**src/rtl/hazard_ctrl_pkg.sv**
```systemverilog
// -----------------------------------------------------------------------------
// hazard_ctrl_pkg
// Shared definitions for the pipeline hazard/flush controller:
//   - pipeline stage indices used to address the stall/bubble vectors
//   - FSM state encoding of the controller
//   - bit positions of the load opcodes inside the E-stage load/store info bus
//   - a small helper that builds a one-hot stage mask
// -----------------------------------------------------------------------------
package hazard_ctrl_pkg;

   // Stage index into ctrl_o_stall / ctrl_o_bubble
   localparam int STG_F   = 0;
   localparam int STG_D   = 1;
   localparam int STG_E   = 2;
   localparam int STG_M   = 3;
   localparam int STG_W   = 4;
   localparam int NUM_STG = 5;

   // Load/store one-hot info bus: loads occupy bits [7:3]
   localparam int LS_LB_BIT     = 7;
   localparam int LS_LH_BIT     = 6;
   localparam int LS_LW_BIT     = 5;
   localparam int LS_LBU_BIT    = 4;
   localparam int LS_LHU_BIT    = 3;
   localparam int LS_LOAD_MSB   = LS_LB_BIT;
   localparam int LS_LOAD_LSB   = LS_LHU_BIT;

   // Controller FSM encoding
   typedef enum logic [1:0] {
      ST_IDLE     = 2'd0,
      ST_LU_STALL = 2'd1,
      ST_MDU_WAIT = 2'd2,
      ST_MEM_WAIT = 2'd3
   } hz_state_e;

   // One-hot mask for a single stage
   function automatic logic [NUM_STG-1:0] stg_bit(input int idx);
      return NUM_STG'(1) << idx;
   endfunction

endpackage

```
**src/rtl/hazard_ctrl_detect.sv**
```systemverilog
// -----------------------------------------------------------------------------
// hazard_detect
// Combinational load-use detector. Flags a hazard when the instruction in E is
// a load writing a non-zero register that the instruction in D reads.
// Ports:
//   rs1_i, rs2_i         D-stage source register indices
//   rs1_used_i, rs2_used_i  D instruction actually reads that source
//   rd_i                 E-stage destination register index
//   ls_info_i            E-stage load/store one-hot info
//   load_use_o           hazard present this cycle
// -----------------------------------------------------------------------------
module hazard_detect
   import hazard_ctrl_pkg::*;
#(
   parameter int REG_ADDR_W = 5,
   parameter int LS_INFO_W  = 8
) (
   input  logic [REG_ADDR_W-1:0] rs1_i,
   input  logic [REG_ADDR_W-1:0] rs2_i,
   input  logic                  rs1_used_i,
   input  logic                  rs2_used_i,
   input  logic [REG_ADDR_W-1:0] rd_i,
   input  logic [LS_INFO_W-1:0]  ls_info_i,
   output logic                  load_use_o
);

   logic [REG_ADDR_W-1:0] src_addr [2];
   logic [1:0]            src_used;
   logic [1:0]            src_match;
   logic                  is_load;
   logic                  rd_nonzero;
   logic                  unused_ls_bits;

   assign src_addr[0] = rs1_i;
   assign src_addr[1] = rs2_i;
   assign src_used    = {rs2_used_i, rs1_used_i};

   genvar gi;
   generate
      for (gi = 0; gi < 2; gi++) begin : g_src
         assign src_match[gi] = src_used[gi] && (src_addr[gi] == rd_i);
      end
   endgenerate

   assign is_load    = |ls_info_i[LS_LOAD_MSB:LS_LOAD_LSB];
   // x0 is hard-wired zero, so a load into it can never create a dependency
   assign rd_nonzero = |rd_i;
   assign load_use_o = is_load && rd_nonzero && (|src_match);

   // Store/other bits of the info bus carry no load-use meaning
   assign unused_ls_bits = ^ls_info_i;

endmodule

```
**src/rtl/hazard_ctrl.sv**
```systemverilog
// -----------------------------------------------------------------------------
// hazard_ctrl
// Pipeline hazard/flush controller for the 5-stage core (F, D, E, M, W).
// Produces per-pipeline-register stall and bubble strobes from four hazard
// sources (dmem wait, multi-cycle MDU, redirect from E, load-use) in fixed
// priority order, plus saturating stall-cycle and flush-event counters.
// Ports:
//   clk, rst                      clock, synchronous active-high reset
//   execute_branch_fix_i          branch direction mispredict in E
//   execute_addr_fix_i            target mispredict in E
//   decode_i_rs1/rs2(_used)       D-stage sources
//   regE_i_rd                     E-stage destination
//   regE_load_store_info_i        E-stage load/store one-hot
//   execute_i_mdu_start           MDU op present in E
//   mdu_i_done                    MDU result valid
//   memory_i_dmem_req             M stage dmem access
//   dmem_i_ready                  dmem handshake
//   ctrl_o_stall / ctrl_o_bubble  per register strobes, index 0=F .. 4=W
//   ctrl_o_stall_cnt              cycles with any stall
//   ctrl_o_flush_cnt              redirect events
// -----------------------------------------------------------------------------
module hazard_ctrl
   import hazard_ctrl_pkg::*;
#(
   parameter int REG_ADDR_W     = 5,
   parameter int LS_INFO_W      = 8,
   parameter int LOAD_USE_STALL = 1,
   parameter int CNT_W          = 32
) (
   input  logic                  clk,
   input  logic                  rst,
   input  logic                  execute_branch_fix_i,
   input  logic                  execute_addr_fix_i,
   input  logic [REG_ADDR_W-1:0] decode_i_rs1,
   input  logic [REG_ADDR_W-1:0] decode_i_rs2,
   input  logic                  decode_i_rs1_used,
   input  logic                  decode_i_rs2_used,
   input  logic [REG_ADDR_W-1:0] regE_i_rd,
   input  logic [LS_INFO_W-1:0]  regE_load_store_info_i,
   input  logic                  execute_i_mdu_start,
   input  logic                  mdu_i_done,
   input  logic                  memory_i_dmem_req,
   input  logic                  dmem_i_ready,
   output logic [NUM_STG-1:0]    ctrl_o_stall,
   output logic [NUM_STG-1:0]    ctrl_o_bubble,
   output logic [CNT_W-1:0]      ctrl_o_stall_cnt,
   output logic [CNT_W-1:0]      ctrl_o_flush_cnt
);

   // Remaining load-use stall cycles after the entry cycle
   localparam logic [2:0] LU_RELOAD = 3'(LOAD_USE_STALL - 1);

   localparam logic [NUM_STG-1:0] STALL_MEM = stg_bit(STG_F) | stg_bit(STG_D) |
                                              stg_bit(STG_E) | stg_bit(STG_M);
   localparam logic [NUM_STG-1:0] BUB_MEM   = stg_bit(STG_W);
   localparam logic [NUM_STG-1:0] STALL_MDU = stg_bit(STG_F) | stg_bit(STG_D) |
                                              stg_bit(STG_E);
   localparam logic [NUM_STG-1:0] BUB_MDU   = stg_bit(STG_M);
   localparam logic [NUM_STG-1:0] BUB_REDIR = stg_bit(STG_D) | stg_bit(STG_E);
   localparam logic [NUM_STG-1:0] STALL_LU  = stg_bit(STG_F) | stg_bit(STG_D);
   localparam logic [NUM_STG-1:0] BUB_LU    = stg_bit(STG_E);

   hz_state_e            state_q, state_d;
   logic [2:0]           lu_cnt_q, lu_cnt_d;
   logic [CNT_W-1:0]     stall_cnt_q, stall_cnt_d;
   logic [CNT_W-1:0]     flush_cnt_q, flush_cnt_d;
   logic [NUM_STG-1:0]   stall_c, bubble_c;
   logic                 flush_evt;

   logic                 load_use;
   logic                 redirect;
   logic                 mem_wait;
   logic                 mdu_wait;

   hazard_detect #(
      .REG_ADDR_W (REG_ADDR_W),
      .LS_INFO_W  (LS_INFO_W)
   ) u_detect (
      .rs1_i      (decode_i_rs1),
      .rs2_i      (decode_i_rs2),
      .rs1_used_i (decode_i_rs1_used),
      .rs2_used_i (decode_i_rs2_used),
      .rd_i       (regE_i_rd),
      .ls_info_i  (regE_load_store_info_i),
      .load_use_o (load_use)
   );

   assign redirect = execute_branch_fix_i | execute_addr_fix_i;
   assign mem_wait = memory_i_dmem_req & ~dmem_i_ready;
   // Once waiting, the MDU keeps the pipe frozen even if start is not re-driven
   assign mdu_wait = (execute_i_mdu_start | (state_q == ST_MDU_WAIT)) & ~mdu_i_done;

   always_comb begin
      state_d   = ST_IDLE;
      lu_cnt_d  = lu_cnt_q;
      stall_c   = '0;
      bubble_c  = '0;
      flush_evt = 1'b0;

      if (mem_wait) begin
         // E is frozen, so any redirect/load-use it carries is re-presented later
         stall_c  = STALL_MEM;
         bubble_c = BUB_MEM;
         state_d  = ST_MEM_WAIT;
      end else if (mdu_wait) begin
         stall_c  = STALL_MDU;
         bubble_c = BUB_MDU;
         state_d  = ST_MDU_WAIT;
      end else if (redirect) begin
         // Flush abandons any load-use sequence in progress
         bubble_c  = BUB_REDIR;
         flush_evt = 1'b1;
         lu_cnt_d  = 3'd0;
         state_d   = ST_IDLE;
      end else if (state_q == ST_LU_STALL) begin
         stall_c  = STALL_LU;
         bubble_c = BUB_LU;
         lu_cnt_d = (lu_cnt_q == 3'd0) ? 3'd0 : lu_cnt_q - 3'd1;
         // Leave in the cycle that consumes the last remaining count
         state_d  = (lu_cnt_q <= 3'd1) ? ST_IDLE : ST_LU_STALL;
      end else if (load_use) begin
         stall_c  = STALL_LU;
         bubble_c = BUB_LU;
         lu_cnt_d = LU_RELOAD;
         state_d  = (LU_RELOAD == 3'd0) ? ST_IDLE : ST_LU_STALL;
      end
   end

   // Saturating counters
   always_comb begin
      stall_cnt_d = stall_cnt_q;
      flush_cnt_d = flush_cnt_q;
      if ((|stall_c) && (stall_cnt_q != {CNT_W{1'b1}})) begin
         stall_cnt_d = stall_cnt_q + CNT_W'(1);
      end
      if (flush_evt && (flush_cnt_q != {CNT_W{1'b1}})) begin
         flush_cnt_d = flush_cnt_q + CNT_W'(1);
      end
   end

   always_ff @(posedge clk) begin
      if (rst) begin
         state_q     <= ST_IDLE;
         lu_cnt_q    <= 3'd0;
         stall_cnt_q <= '0;
         flush_cnt_q <= '0;
      end else begin
         state_q     <= state_d;
         lu_cnt_q    <= lu_cnt_d;
         stall_cnt_q <= stall_cnt_d;
         flush_cnt_q <= flush_cnt_d;
      end
   end

   // Reset flushes every pipeline register and releases all stalls
   assign ctrl_o_stall     = rst ? '0 : stall_c;
   assign ctrl_o_bubble    = rst ? '1 : bubble_c;
   assign ctrl_o_stall_cnt = stall_cnt_q;
   assign ctrl_o_flush_cnt = flush_cnt_q;

endmodule

```
**config.mk**
```make
export PLATFORM = sky130hd
export DESIGN_NAME = hazard_ctrl
export DESIGN_NICKNAME = d
export VERILOG_FILES = /design/src/rtl/hazard_ctrl_pkg.sv /design/src/rtl/hazard_ctrl_detect.sv /design/src/rtl/hazard_ctrl.sv
export SDC_FILE = /design/constraint.sdc
export NUM_CORES = 1
export LEC_CHECK = 0
export ABC_CLOCK_PERIOD_IN_PS = 2240
export BUFFER_PORTS_ARGS = -buffer_cell sky130_fd_sc_hd__buf_2
export CAP_MARGIN = 20
export CORE_MARGIN = 5
export CORE_UTILIZATION = 45
export DETAILED_ROUTE_END_ITERATION = 10
export GPL_TIMING_DRIVEN = 0
export PLACE_DENSITY = 0.82
export SETUP_SLACK_MARGIN = 0.02
export SYNTH_ARGS = -nofsm -noshare
export SYNTH_HDL_FRONTEND = slang
export SYNTH_SLANG_ARGS = --single-unit
```
**constraint.sdc**
```tcl
create_clock -name clk -period 2.24 [get_ports clk]
set_clock_uncertainty 0.2 [all_clocks]
set_input_delay 0.112 -clock clk [delete_from_list [all_inputs] [get_ports clk]]
set_output_delay 0.112 -clock clk [all_outputs]
set_load 0.05 [all_outputs]
```
; ---- Yosys cells after proc, flatten, opt, wreduce, memory -nomap -nowiden
; Cells that the tools add are included.
[word_totals]
ff_bits = 69
inputBits = 33
output_inout_bits = 74
wordCells = 59
[op_classes]
addsub = 3
magnitude_cmp = 1
eq_ne = 6
n_mux = 24
bitwise = 8
n_reduce_logical = 13
[op_table]
columns = cell, count
row1 = adder 32 x 1 -> 32 bit (second input constant), 2
row2 = inequality test 32 bit (second input constant), 2
row3 = two-way mux 3 bit, 8
row4 = two-way mux 5 bit, 3
row5 = OR reduction 5 bit, 3
row6 = == test 5 bit, 2
row7 = two-way mux 2 bit, 5
row8 = two-way mux 4 bit, 2
row9 = logical AND 1 bit, 6
row10 = two-way mux 1 bit, 6
row11 = NOT 1 bit, 4
row12 = less-or-equal comparator 3 x 1 -> 1 bit (second input constant), 1
row13 = logical NOT 3 bit, 1
row14 = AND reduction 3 bit, 1
row15 = nonzero test 3 bit, 1
row16 = subtractor 3 x 1 -> 3 bit (second input constant), 1
row17 = bitwise AND 1 bit, 2
row18 = == test 2 x 1 -> 1 bit (second input constant), 1
row19 = == test 2 bit (second input constant), 1
row20 = bitwise OR 1 bit, 2
row21 = OR reduction 2 bit, 1

; ---- Depth between registers and ports, before layout
; Gate-level depths: netlist (run 1).
[logic_depth]
ltp_word = 11
ltp_mapped = 10
depth_no_buf = 7

; ---- By module
; A second synthesis (run 1) with hierarchy kept.
[unflattened]
hier_cells = 462
hier_area_um2 = 3861.2
[by_module_without_submodules]
columns = module, instances, cells_per_inst, area_each_um2, seq_area_each_um2
row1 = hazard_ctrl, 1, 444, 3724.8, 1381.3
row2 = hazard_detect, 1, 18, 136.4, 0.0

; ---- Worst setup path before layout (run 1)
; No wires, ideal clock.
[synth_timing]
path_kind = register to output
start = reg state_q[1]
end = out ctrl_o_stall[1]
arrival_time_ns = 2.977
required_time_ns = 1.928
path_slack_ns = -1.049
stages_incl_launch_ff = 7
path_buffers = 2
cell_sequence = dfxtp_1 > or3b_1 > nand4_1 > clkbuf_1 > nand2_1 > a21oi_1 > buf_4
[synth_via]
elab_chain_cells = 6
word_cells_on_any_way = 9
classes_between = eq/ne: 2 / mux: 5 / bitwise: 2
[synth_lines]
columns = item, line_no
row1 = start: declaration, hazard_ctrl.sv:63  ; hz_state_e state_q, state_d;
row2 = start signal: assignment, hazard_ctrl.sv:148  ; state_q <= state_d;
row3 = == test 2 x 1 -> 1 bit or == test 2 bit (tied branches), "hazard_ctrl.sv:115, hazard_ctrl.sv:91"
row4 = two-way mux 2 bit or bitwise OR 1 bit (tied branches), "hazard_ctrl.sv:115, hazard_ctrl.sv:91"
row5 = two-way mux 2 bit or bitwise AND 1 bit (tied branches), "hazard_ctrl.sv:109, hazard_ctrl.sv:91"
row6 = two-way mux 3 bit *, hazard_ctrl.sv:105  ; end else if (mdu_wait) begin
row7 = two-way mux 4 bit *, hazard_ctrl.sv:100  ; if (mem_wait) begin
row8 = two-way mux 5 bit *, hazard_ctrl.sv:156  ; assign ctrl_o_stall = rst ? '0 : stall_c;
row9 = end: declaration, hazard_ctrl.sv:44  ; output logic [NUM_STG-1:0] ctrl_o_stall,
; Mark *: on every way between the ends. The rest lies on a longest branch, timed or not.

; ---- Final worst setup path (run 1)
[layout_timing]
start = reg stall_cnt_q[19] (netlist: ctrl_o_stall_cnt[19])
end = reg stall_cnt_q[13] (netlist: ctrl_o_stall_cnt[13])
[layout_via]
elab_chain_cells = 2
[layout_lines]
columns = item, line_no
row1 = start: declaration, hazard_ctrl.sv:65  ; logic [CNT_W-1:0] stall_cnt_q, stall_cnt_d;
row2 = start signal: assignment, hazard_ctrl.sv:150  ; stall_cnt_q <= stall_cnt_d;
row3 = inequality test 32 bit, hazard_ctrl.sv:133  ; if ((|stall_c) && (stall_cnt_q != {CNT_W{1'b1}})) begin
row4 = logical AND 1 bit, hazard_ctrl.sv:133
; Every way passes these cells.
; A chain may end at the register's enable or synchronous reset.

==> results of run 1 <==
-- state kept, by name, summed over array words and instances (netlist names) --
signal	cells
ctrl_o_flush_cnt	32
state_q	2
ctrl_o_stall_cnt	32
lu_cnt_q	3
-- cell usage in the layout (no fill, tap or decap), types with 4 or more instances in the layout --
cell,count
dfxtp_1,18
buf_2,98
or3_1,8
clkbuf_8,11
nand3_1,32
inv_1,8
nor3_1,5
nor3_4,10
nand4_1,18
buf_6,19
a21oi_1,23
a21oi_2,16
nor2_1,35
buf_4,55
o31ai_4,10
o21ai_0,6
and3_4,5
buf_8,6
nand2_1,19
dfxtp_2,23
or4_1,15
clkbuf_1,9
o31ai_2,8
or4_4,13
nand2b_1,4
dfxtp_4,28
dlygate4sd3_1,4
and4_1,4
and3_1,9
xnor2_1,25
buf_12,7
xor2_1,10
o31ai_1,7
-- cell type report --
type	count	area, um2
clock buffer	13	181
multi-input combinational	353	2900
buffer	25	258
sequential	69	1520
fill	509	1980
inverter	9	33.8
tap	105	131
timing repair buffer	176	1240
clock inverter	3	25.0
-- metal layers --
metal,up-vias,part of all wire [%],wire length [um]
li1,2096,-,-
met1,2356,38,5900
met2,283,52,8180
met3,51,7.3,1130
met4,0,2.5,393
met5,-,0,0
-- synth_stat cells (10+ instances only) --
cell type   n  area share (%)
a21oi_1    40             5.2
and3_1     14             2.3
clkbuf_1   13             1.3
dfxtp_1    69              36
nand2_1    21             2.1
nand3_1    36             4.7
nand4_1    18             2.9
nor2_1     38             3.7
nor3_1     16             2.1
o31ai_1    25             4.9
or3_1      10             1.6
or4_1      27             5.3
xnor2_1    27             6.2
xor2_1     10             2.3
-- power groups by stage --
stage                     Clock (mW)  Sequential, mW  Combinational, mW
after floorplan                    0            1.28              0.205
after global routing            1.13            1.22              0.526
after CTS                       1.07            1.22              0.421
after detailed placement           0            1.25              0.329
final                           1.08            1.22              0.504
after global placement             0            1.25              0.323
-- worst min-delay path: stages --
cell      delay [ns]
clkbuf_1        0.21
nor2_1          0.15
mux2_4          0.14
-- what timing repair did --
action                                  in CTS  in global routing
setup buffers                               31                 34
endpoints found under the hold margin        4                  0
pin swaps                                   47                 63
resized for setup                           78                100
hold buffers                                 4                  0
gates cloned                                 8                  2
endpoints found under the setup margin      61                 66
-- cell families after synthesis --
logic type | Yosys count | synth area share [%]
AND/OR/NAND/NOR | 216 | 32.1
AO/OA/AOI/OAI | 93 | 15.8
flip-flops | 69 | 36.1
buffers and inverters | 39 | 5.73
XOR/XNOR | 37 | 8.48
adder cells (fa/ha/maj) | 4 | 1.31
other | 1 | 0.0981
multiplexers | 1 | 0.393
-- worst max-delay path by stage --
stage                     depth (start not counted)                   end  slack, ns
final                                             9  ctrl_o_stall_cnt[13]      -0.15
after global routing                              9  ctrl_o_stall_cnt[13]      -0.21
after CTS                                         7  ctrl_o_stall_cnt[13]       -0.1
after global placement                            6  ctrl_o_stall_cnt[12]      -0.30
after floorplan                                   8   ctrl_o_stall_cnt[9]      -0.15
after detailed placement                          6  ctrl_o_stall_cnt[15]      -0.44
==> out/summary.txt, run 1 <==
Area Overhead vs Synth: 64.3%
Net Sw Frac: 30.8%
Routed wire per std cell: 20.7 um
met1 GRT Util: 29.9%
reg2reg setup slack: -0.15 ns
crit path from: ctrl_o_stall_cnt[19]
Slew Viols, Final: 0
Initial Util: 46.3%
worst r2r dst: ctrl_o_stall_cnt[13]
Core Area: 8260 um2
number of inserted diodes: 0
fin nets: 680
Pwr Density: 447 nW/um2
Buf/Inv on CP: 3
cell count after placement: 666
worst hold endpoint: ctrl_o_stall_cnt[9]
TNS Setup: -3.92 ns
DRC errors left: 0
gr usage total: 25.1%
1st-iter DRT viols: 328
H-tree depth: 3
pin count of the biggest net entering global routing: 13
vias per cell: 6.36
slowest CP cell: or4_4
vias in the first global route: 4344
first-pass GRT wire length: 21.0 mm
crit-path cells: and4_4 -> nand4_1 -> or4_4 -> nor2_4 -> buf_6 -> buf_12 -> buf_8 -> o31ai_1 -> a21oi_2
WS Path Type: flop to flop
Worst path max stage delay: 0.59 ns
gr busiest metal: met2
Worst EP arrival: 2.47 ns
yosys warns: 0
FMAX: 418 MHz
Post-Layout Cell Count: 753
maximum root-to-sink buffer count: 2
Die H: 102 um
grt ovf: 0
drt first pass iters: 5
Top-Level Pins: 107
LEAKAGE: 2.41 nW
Cell Area, Synth: 3820 um2
Syn Area/Cell: 8.31 um2
Util after Layout: 76.1%
pre-CTS setup slack: -0.439 ns
Post-synth EDFFs: 0
Comb pwr share: 17.9%
layout cell share with drive strength beyond 1: 55.6%
drt total wl: 15.6 mm
Die Area: 10400 um2
crit share post-route: 107%
min cycle time layout: 2.39 ns
HP Class: input port to flop
via count: 4786
GR Util met2: 43.7%
CTS buffer count: 9
Top Family by Delay on Critical Path: simple AND/OR/NAND/NOR gates
Post-synth ARST share: 0%
post-layout instance area: 6280 um2
die width: 102 um
final total power: 2.81 mW
Setup crit end kind: flop
Worst Reg2Reg Path Length in Cells: 9
syn_nets: 497
number of setup violations in the final report: 49
quantity of I/O buffers inserted on ports: 101
RSZ-0062 raised after global routing: yes
CP max FO: 5
CP required: 2.32 ns
Seq pwr share: 43.5%
final setup margin: -0.153 ns
Placer Congestion: 0.889
Min Hold Slack: 0.0771 ns
clk_lat worst skew: 0.36 ns
Worst setup SP type: flop
clock sinks: 69
main flop type after synthesis: dfxtp_1
CTS tree: built
root buffer cell: clkbuf_8
synthesized flop and latch total: 69
Clock power frac: 38.6%
Global Route met3 Usage: 6.08%
Cell Int Power: 1.95 mW
total count of hold-check failures in the final report: 0
Max-Cap Viols: 0
status: complete, but fails checks
Worst R2R Start: ctrl_o_stall_cnt[19]
worst slew margin relative to its limit: 56.0%
Hold Path Depth: 3
# rows: 33
sequential share of the synthesized area: 36.1%
failing checks: negative setup slack
Reg clk slew, reported paths: 0.09 ns
hold_sp: rst
placed cell areas: 4650 um2
Mapped Cells: 460
Peak supply drop: 0.408 mV
initial antenna violation count: 0
Synth cell types: 55
sw power: 0.865 mW
HPWL after detailed placement: 8.07 mm
Antenna Violating Nets Remaining: 0
worst-margin pin slew: 0.660 ns
Note: power is estimated with default switching activity, not from simulation.
==> inputs of run 2 (changes only) <==
--- a/config.mk
+++ b/config.mk
@@ -18,2 +18,3 @@
 export SYNTH_HDL_FRONTEND = slang
 export SYNTH_SLANG_ARGS = --single-unit
+export TNS_END_PERCENT = 5
==> constraint.sdc (replaced) <==
create_clock -name clk -period 2.24 [get_ports clk]
set_clock_uncertainty 0.2 [all_clocks]
set_input_delay 0.224 -clock clk [delete_from_list [all_inputs] [get_ports clk]]
set_output_delay 0.224 -clock clk [all_outputs]
set_load 0.05 [all_outputs]
==> run 2 against run 1 <==
  * The flow still finishes with violations (negative setup slack)
  * Clock-buffer cell count shrank 3
  * Sequential power about the same
  * Sequential cell count unchanged
  * Critical endpoint is now ctrl_o_stall_cnt[26]
==> out/summary.txt, run 2 (same netlist as run 1, synthesis figures left out) <==
root buffer cell: clkbuf_8 (unchanged)
total count of hold-check failures in the final report: 0 (unchanged)
worst r2r dst: ctrl_o_stall_cnt[26] (was ctrl_o_stall_cnt[13])
most common cell after layout, fill and taps aside: buf_2 (unchanged)
clk_lat worst skew: 0.35 ns (was 0.36 ns)
Pwr Density: 539 nW/um2 (was 447 nW/um2)
Core Area: 8260 um2 (unchanged)
first-pass GRT wire length: 18.2 mm (was 21.0 mm)
TNS Setup: -3.89 ns (was -3.92 ns)
number of setup violations in the final report: 47 (was 49)
1st-iter DRT viols: 191 (was 328)
vias in the first global route: 3866 (was 4344)
Worst path max stage delay: 0.60 ns (was 0.59 ns)
placed cell areas: 4610 um2 (was 4650 um2)
DRC errors left: 0 (unchanged)
Antenna Violating Nets Remaining: 0 (unchanged)
failing checks: negative setup slack (unchanged)
grt ovf: 0 (unchanged)
clock sinks: 69 (unchanged)
final total power: 2.87 mW (was 2.81 mW)
CTS buffer count: 9 (unchanged)
Placer Congestion: 0.855 (was 0.889)
Min Hold Slack: 0.0701 ns (was 0.0771 ns)
FMAX: 417 MHz (was 418 MHz)
layout cell share with drive strength beyond 1: 42.3% (was 55.6%)
die width: 102 um (unchanged)
initial antenna violation count: 0 (unchanged)
Slew Viols, Final: 0 (unchanged)
drt total wl: 11.9 mm (was 15.6 mm)
Worst Reg2Reg Path Length in Cells: 9 (unchanged)
Worst R2R Start: ctrl_o_stall_cnt[17] (was ctrl_o_stall_cnt[19])
via count: 4230 (was 4786)
crit path from: ctrl_o_stall_cnt[17] (was ctrl_o_stall_cnt[19])
HP Class: input port to flop (unchanged)
Initial Util: 46.3% (unchanged)
slowest CP cell: or4_4 (unchanged)
fin nets: 633 (was 680)
pre-CTS setup slack: -0.391 ns (was -0.439 ns)
Max-Cap Viols: 0 (unchanged)
gr usage total: 21.2% (was 25.1%)
# fillers: 657 (was 509)
min cycle time layout: 2.40 ns (was 2.39 ns)
reg2reg setup slack: -0.16 ns (was -0.15 ns)
CP max FO: 10 (was 5)
most frequent cells in the layout: buf_2 (98), nor2_1 (36), a21oi_1 (34), nand3_1 (34), xnor2_1 (27) (was buf_2 (98), buf_4 (55), nor2_1 (35))
Worst EP arrival: 2.46 ns (was 2.47 ns)
drt first pass iters: 5 (unchanged)
quantity of I/O buffers inserted on ports: 101 (unchanged)
# rows: 33 (unchanged)
CP required: 2.30 ns (was 2.32 ns)
Die H: 102 um (unchanged)
status: complete, but fails checks (unchanged)
maximum root-to-sink buffer count: 2 (unchanged)
Area Overhead vs Synth: 39.5% (was 64.3%)
Reg clk slew, reported paths: 0.08 ns (was 0.09 ns)
H-tree depth: 3 (unchanged)
Routed wire per std cell: 16.9 um (was 20.7 um)
CP endpoint: ctrl_o_stall_cnt[26] (was ctrl_o_stall_cnt[13])
vias per cell: 5.99 (was 6.36)
crit-path cells: and4_4 -> nand4_1 -> or4_4 -> nor2_4 -> buf_6 -> buf_8 -> buf_8 -> o31ai_1 -> a21oi_1 (was and4_4 -> nand4_1 -> or4_4 -> nor2_4 -> buf_6 -> buf_12 -> buf_8 -> o31ai_1 -> a21oi_2)
CTS tree: built (unchanged)
worst slew margin relative to its limit: 61.3% (was 56.0%)
RSZ-0062 raised after global routing: yes (unchanged)
WS Path Type: flop to flop (unchanged)
Die Area: 10400 um2 (unchanged)
cell mode on critical path: buf_8
post-layout instance area: 5330 um2 (was 6280 um2)
Peak supply drop: 0.442 mV (was 0.408 mV)
final setup margin: -0.157 ns (was -0.153 ns)
LEAKAGE: 2.06 nW (was 2.41 nW)
worst-margin pin slew: 0.580 ns (was 0.660 ns)
crit share post-route: 107% (about the same)
Worst setup SP type: flop (unchanged)
pin count of the biggest net entering global routing: 13 (unchanged)
Top-Level Pins: 107 (unchanged)
number of inserted diodes: 0 (unchanged)
Setup crit end kind: flop (unchanged)
HPWL after detailed placement: 7.72 mm (was 8.07 mm)
run 2: worst min-delay path by stage:
stage | depth (start not counted) | endpoint | startpoint | slack (ns)
CTS | 4 | lu_cnt_q[1] | execute_addr_fix_i | 0.05
finish | 4 | lu_cnt_q[1] | execute_addr_fix_i | 0.07
global placement | 2 | ctrl_o_stall_cnt[16] | ctrl_o_stall_cnt[16] | 0.26
floorplan | 3 | lu_cnt_q[0] | execute_branch_fix_i | 0.23
detailed placement | 2 | ctrl_o_stall_cnt[16] | ctrl_o_stall_cnt[16] | 0.27
global route | 4 | lu_cnt_q[1] | execute_addr_fix_i | 0.1
run 2: per-stage QoR:
| step | util (%) | std cells |
|---|---|---|
| after floorplan | - | 460 |
| after global placement | 55.8 | 666 |
| after detailed placement | 55.8 | 666 |
| after CTS | 60.8 | 689 |
| after global routing | 64.6 | 706 |
| final | 64.6 | 706 |
run 2: timing repair:
action	CTS	global route
hold buffers	2	0
pin swaps	2	15
buffers inserted	7	15
endpoints found under the hold margin	2	0
setup endpoints to repair	62	68
resized for setup	29	46
gates cloned	0	3
run 2: worst max-delay path: cells and delay by family, from the launching register on:
kind	cells	cell delay, ns
buffers and inverters	3	0.39
AO/OA/AOI/OAI	2	0.23
AND/OR/NAND/NOR	4	1.11
flip-flops	1	0.37
run 2: where the power goes:
part	switching [mW]	total (mW)	internal, mW	leakage [nW]
Clock	0.510	1.25	0.741	0.116
Combinational	0.247	0.397	0.150	1.36
Sequential	0.0126	1.23	1.21	0.586
Total	0.770	2.87	2.10	2.06
run 2: final cells by class:
class                   instances  area (um2)  share of cell area [%]
flip-flops and latches         69        1500                    28.1
multi-input cells             352        2420                    45.4
clock inverters                 6         111                    2.09
repair buffers                128         785                    14.7
clock buffers                  10         128                    2.39
plain buffers                  27         229                    4.29
well taps                     105         131                    2.46
inverters                       9        33.8                   0.634
run 2: per-layer routing:
| layer | GRT usage (%) | wire length, um | part of all wire (%) | up-vias |
|---|---|---|---|---|
| li1 | - | - | - | 1997 |
| met1 | 26.9 | 4900 | 41 | 2023 |
| met2 | 35.1 | 5990 | 50 | 181 |
| met3 | 6.08 | 822 | 6.9 | 29 |
| met4 | 6.36 | 221 | 1.9 | 0 |
| met5 | 0 | 0 | 0 | - |
==> inputs of run 3 (changes only) <==
CORE_UTILIZATION = 40   (was 45)
PLACE_DENSITY = 0.75   (was 0.82)
==> run 3 against run 2 <==
  * The run still ends with negative setup slack left
  * Sequential cell count did not move
  * Critical path depth down 1
  * Wire length is 3.1% lower
  * Core utilization decreased by 8.3 points
  * Setup slack better by 0.038 ns
  * Die area grew 11%
  * Register-to-register slack better by 0.04 ns
  * Cell area shrank 2.0%
  * First-iteration DRC count up 21%
  * Combinational power fell by 3%
  * Global-route usage shrank 2.4 points
  * Clock power is 13% lower
  * Critical endpoint is now ctrl_o_stall_cnt[9]
  * Largest cell class unchanged
==> out/summary.txt, run 3 (same netlist as run 1, synthesis figures left out) <==
pre-CTS setup slack: -0.397 ns (was -0.391 ns)
die width: 108 um (was 102 um)
DR WL met3: 814 um (was 822 um)
most common cell after layout, fill and taps aside: buf_2 (unchanged)
vias in the first global route: 3853 (was 3866)
# rows: 35 (was 33)
FMAX: 424 MHz (was 417 MHz)
H-tree depth: 3 (unchanged)
Buf/Inv on CP: 2 (was 3)
Die Area: 11600 um2 (was 10400 um2)
Worst path max stage delay: 0.59 ns (was 0.60 ns)
min cycle time layout: 2.36 ns (was 2.40 ns)
Slew Viols, Final: 0 (unchanged)
Max-Cap Viols: 0 (unchanged)
wire length on met2: 5.75 mm (was 5.99 mm)
Worst EP arrival: 2.39 ns (was 2.46 ns)
gr usage total: 18.8% (was 21.2%)
HPWL after detailed placement: 7.88 mm (was 7.72 mm)
drt total wl: 11.6 mm (was 11.9 mm)
quantity of I/O buffers inserted on ports: 101 (unchanged)
Peak supply drop: 0.390 mV (was 0.442 mV)
LEAKAGE: 2.00 nW (was 2.06 nW)
Pwr Density: 518 nW/um2 (was 539 nW/um2)
number of setup violations in the final report: 39 (was 47)
Area Overhead vs Synth: 36.6% (was 39.5%)
final setup margin: -0.119 ns (was -0.157 ns)
CTS buffer count: 9 (unchanged)
Setup crit end kind: flop (unchanged)
CP required: 2.27 ns (was 2.30 ns)
worst-margin pin slew: 0.563 ns (was 0.580 ns)
HP Class: input port to flop (unchanged)
Worst setup SP type: flop (unchanged)
Initial Util: 41.2% (was 46.3%)
cell count after placement: 690 (was 666)
Min Hold Slack: 0.0884 ns (was 0.0701 ns)
number of inserted diodes: 0 (unchanged)
root buffer cell: clkbuf_8 (unchanged)
via count: 4100 (was 4230)
post-layout instance area: 5230 um2 (was 5330 um2)
status: complete, but fails checks (unchanged)
vias per cell: 5.70 (was 5.99)
worst slew margin relative to its limit: 62.5% (was 61.3%)
fin nets: 622 (was 633)
placed cell areas: 4640 um2 (was 4610 um2)
Post-Layout Cell Count: 719 (was 706)
layout cell share with drive strength beyond 1: 40.7% (was 42.3%)
DRC errors left: 0 (unchanged)
maximum root-to-sink buffer count: 2 (unchanged)
crit-path cells: and4_4 -> nand4_1 -> or4_4 -> nor2_4 -> buf_6 -> buf_12 -> nor3_2 -> mux2_4 (was and4_4 -> nand4_1 -> or4_4 -> nor2_4 -> buf_6 -> buf_8 -> buf_8 -> o31ai_1 -> a21oi_1)
Top-Level Pins: 107 (unchanged)
final total power: 2.70 mW (was 2.87 mW)
pin count of the biggest net entering global routing: 13 (unchanged)
Util after Layout: 56.3% (was 64.6%)
clock sinks: 69 (unchanged)
# fillers: 848 (was 657)
crit share post-route: 105% (was 107%)
clk_lat worst skew: 0.35 ns (about the same)
Post-Route M1 WL: 4.87 mm (was 4.90 mm)
CP max FO: 11 (was 10)
failing checks: negative setup slack (unchanged)
Reg clk slew, reported paths: 0.09 ns (was 0.08 ns)
Antenna Violating Nets Remaining: 0 (unchanged)
TNS Setup: -2.62 ns (was -3.89 ns)
reg2reg setup slack: -0.12 ns (was -0.16 ns)
top layer in use: met4 (unchanged)
grt ovf: 0 (unchanged)
Die H: 108 um (was 102 um)
RSZ-0062 raised after global routing: yes (unchanged)
total count of hold-check failures in the final report: 0 (unchanged)
initial antenna violation count: 0 (unchanged)
Placer Congestion: 0.878 (was 0.855)
drt first pass iters: 5 (unchanged)
1st-iter DRT viols: 232 (was 191)
slowest CP cell: or4_4 (unchanged)
Core Area: 9280 um2 (was 8260 um2)
CTS tree: built (unchanged)
Routed wire per std cell: 16.1 um (was 16.9 um)
Top Family by Delay on Critical Path: simple AND/OR/NAND/NOR gates (unchanged)
most frequent cells in the layout: buf_2 (98), nor2_1 (38), a21oi_1 (35) (was buf_2 (98), nor2_1 (36), a21oi_1 (34), nand3_1 (34), xnor2_1 (27))
first-pass GRT wire length: 18.2 mm (about the same)
WS Path Type: flop to flop (unchanged)
run 3: final cells by class:
type / instances / area (um2) / share of cell area (%)
Buffer: 28 / 251 / 4.81
Timing Repair Buffer: 116 / 667 / 12.8
Clock buffer: 12 / 155 / 2.97
Sequential cell: 69 / 1490 / 28.5
Clock inverter: 4 / 53.8 / 1.03
Tap cell: 129 / 161 / 3.09
Multi-Input combinational cell: 352 / 2410 / 46.2
Inverter: 9 / 33.8 / 0.647
run 3: final timing paths:
| path | start | to | cells past startpoint |
|---|---|---|---|
| max | ctrl_o_stall_cnt[17] | ctrl_o_stall_cnt[9] | 8 |
| min | execute_i_mdu_start | state_q[0] | 4 |
| max reg2reg | ctrl_o_stall_cnt[17] | ctrl_o_stall_cnt[9] | 8 |
| min reg2reg | ctrl_o_stall_cnt[13] | ctrl_o_stall_cnt[13] | 2 |
run 3: worst register-to-register path: stages (launching register included):
cell     delay [ns]
dfxtp_4        0.37
and4_4         0.24
nand4_1        0.12
or4_4          0.59
nor2_4         0.11
buf_6          0.13
buf_12         0.14
nor3_2         0.06
mux2_4         0.28
run 3: layer usage:
| metal | track usage (%) | up-vias |
|---|---|---|
| li1 | - | 1980 |
| met1 | 24.3 | 1937 |
| met2 | 31.6 | 166 |
| met3 | 4.20 | 17 |
| met4 | 4.60 | 0 |
| met5 | 0 | - |
run 3: where the power goes:
| group | switching, mW | leakage (nW) | total, mW | internal [mW] |
|---|---|---|---|---|
| Combinational | 0.243 | 1.31 | 0.385 | 0.142 |
| Sequential | 0.0117 | 0.585 | 1.23 | 1.22 |
| Clock | 0.509 | 0.108 | 1.09 | 0.583 |
| Total | 0.764 | 2.00 | 2.70 | 1.94 |
run 3: what timing repair did:
item	4_1_cts	5_1_grt
setup buffers	5	7
hold buffers	2	0
endpoints found under the setup margin	63	67
endpoints found under the hold margin	2	0
pin swaps	3	13
gates cloned	0	1
resized for setup	34	30
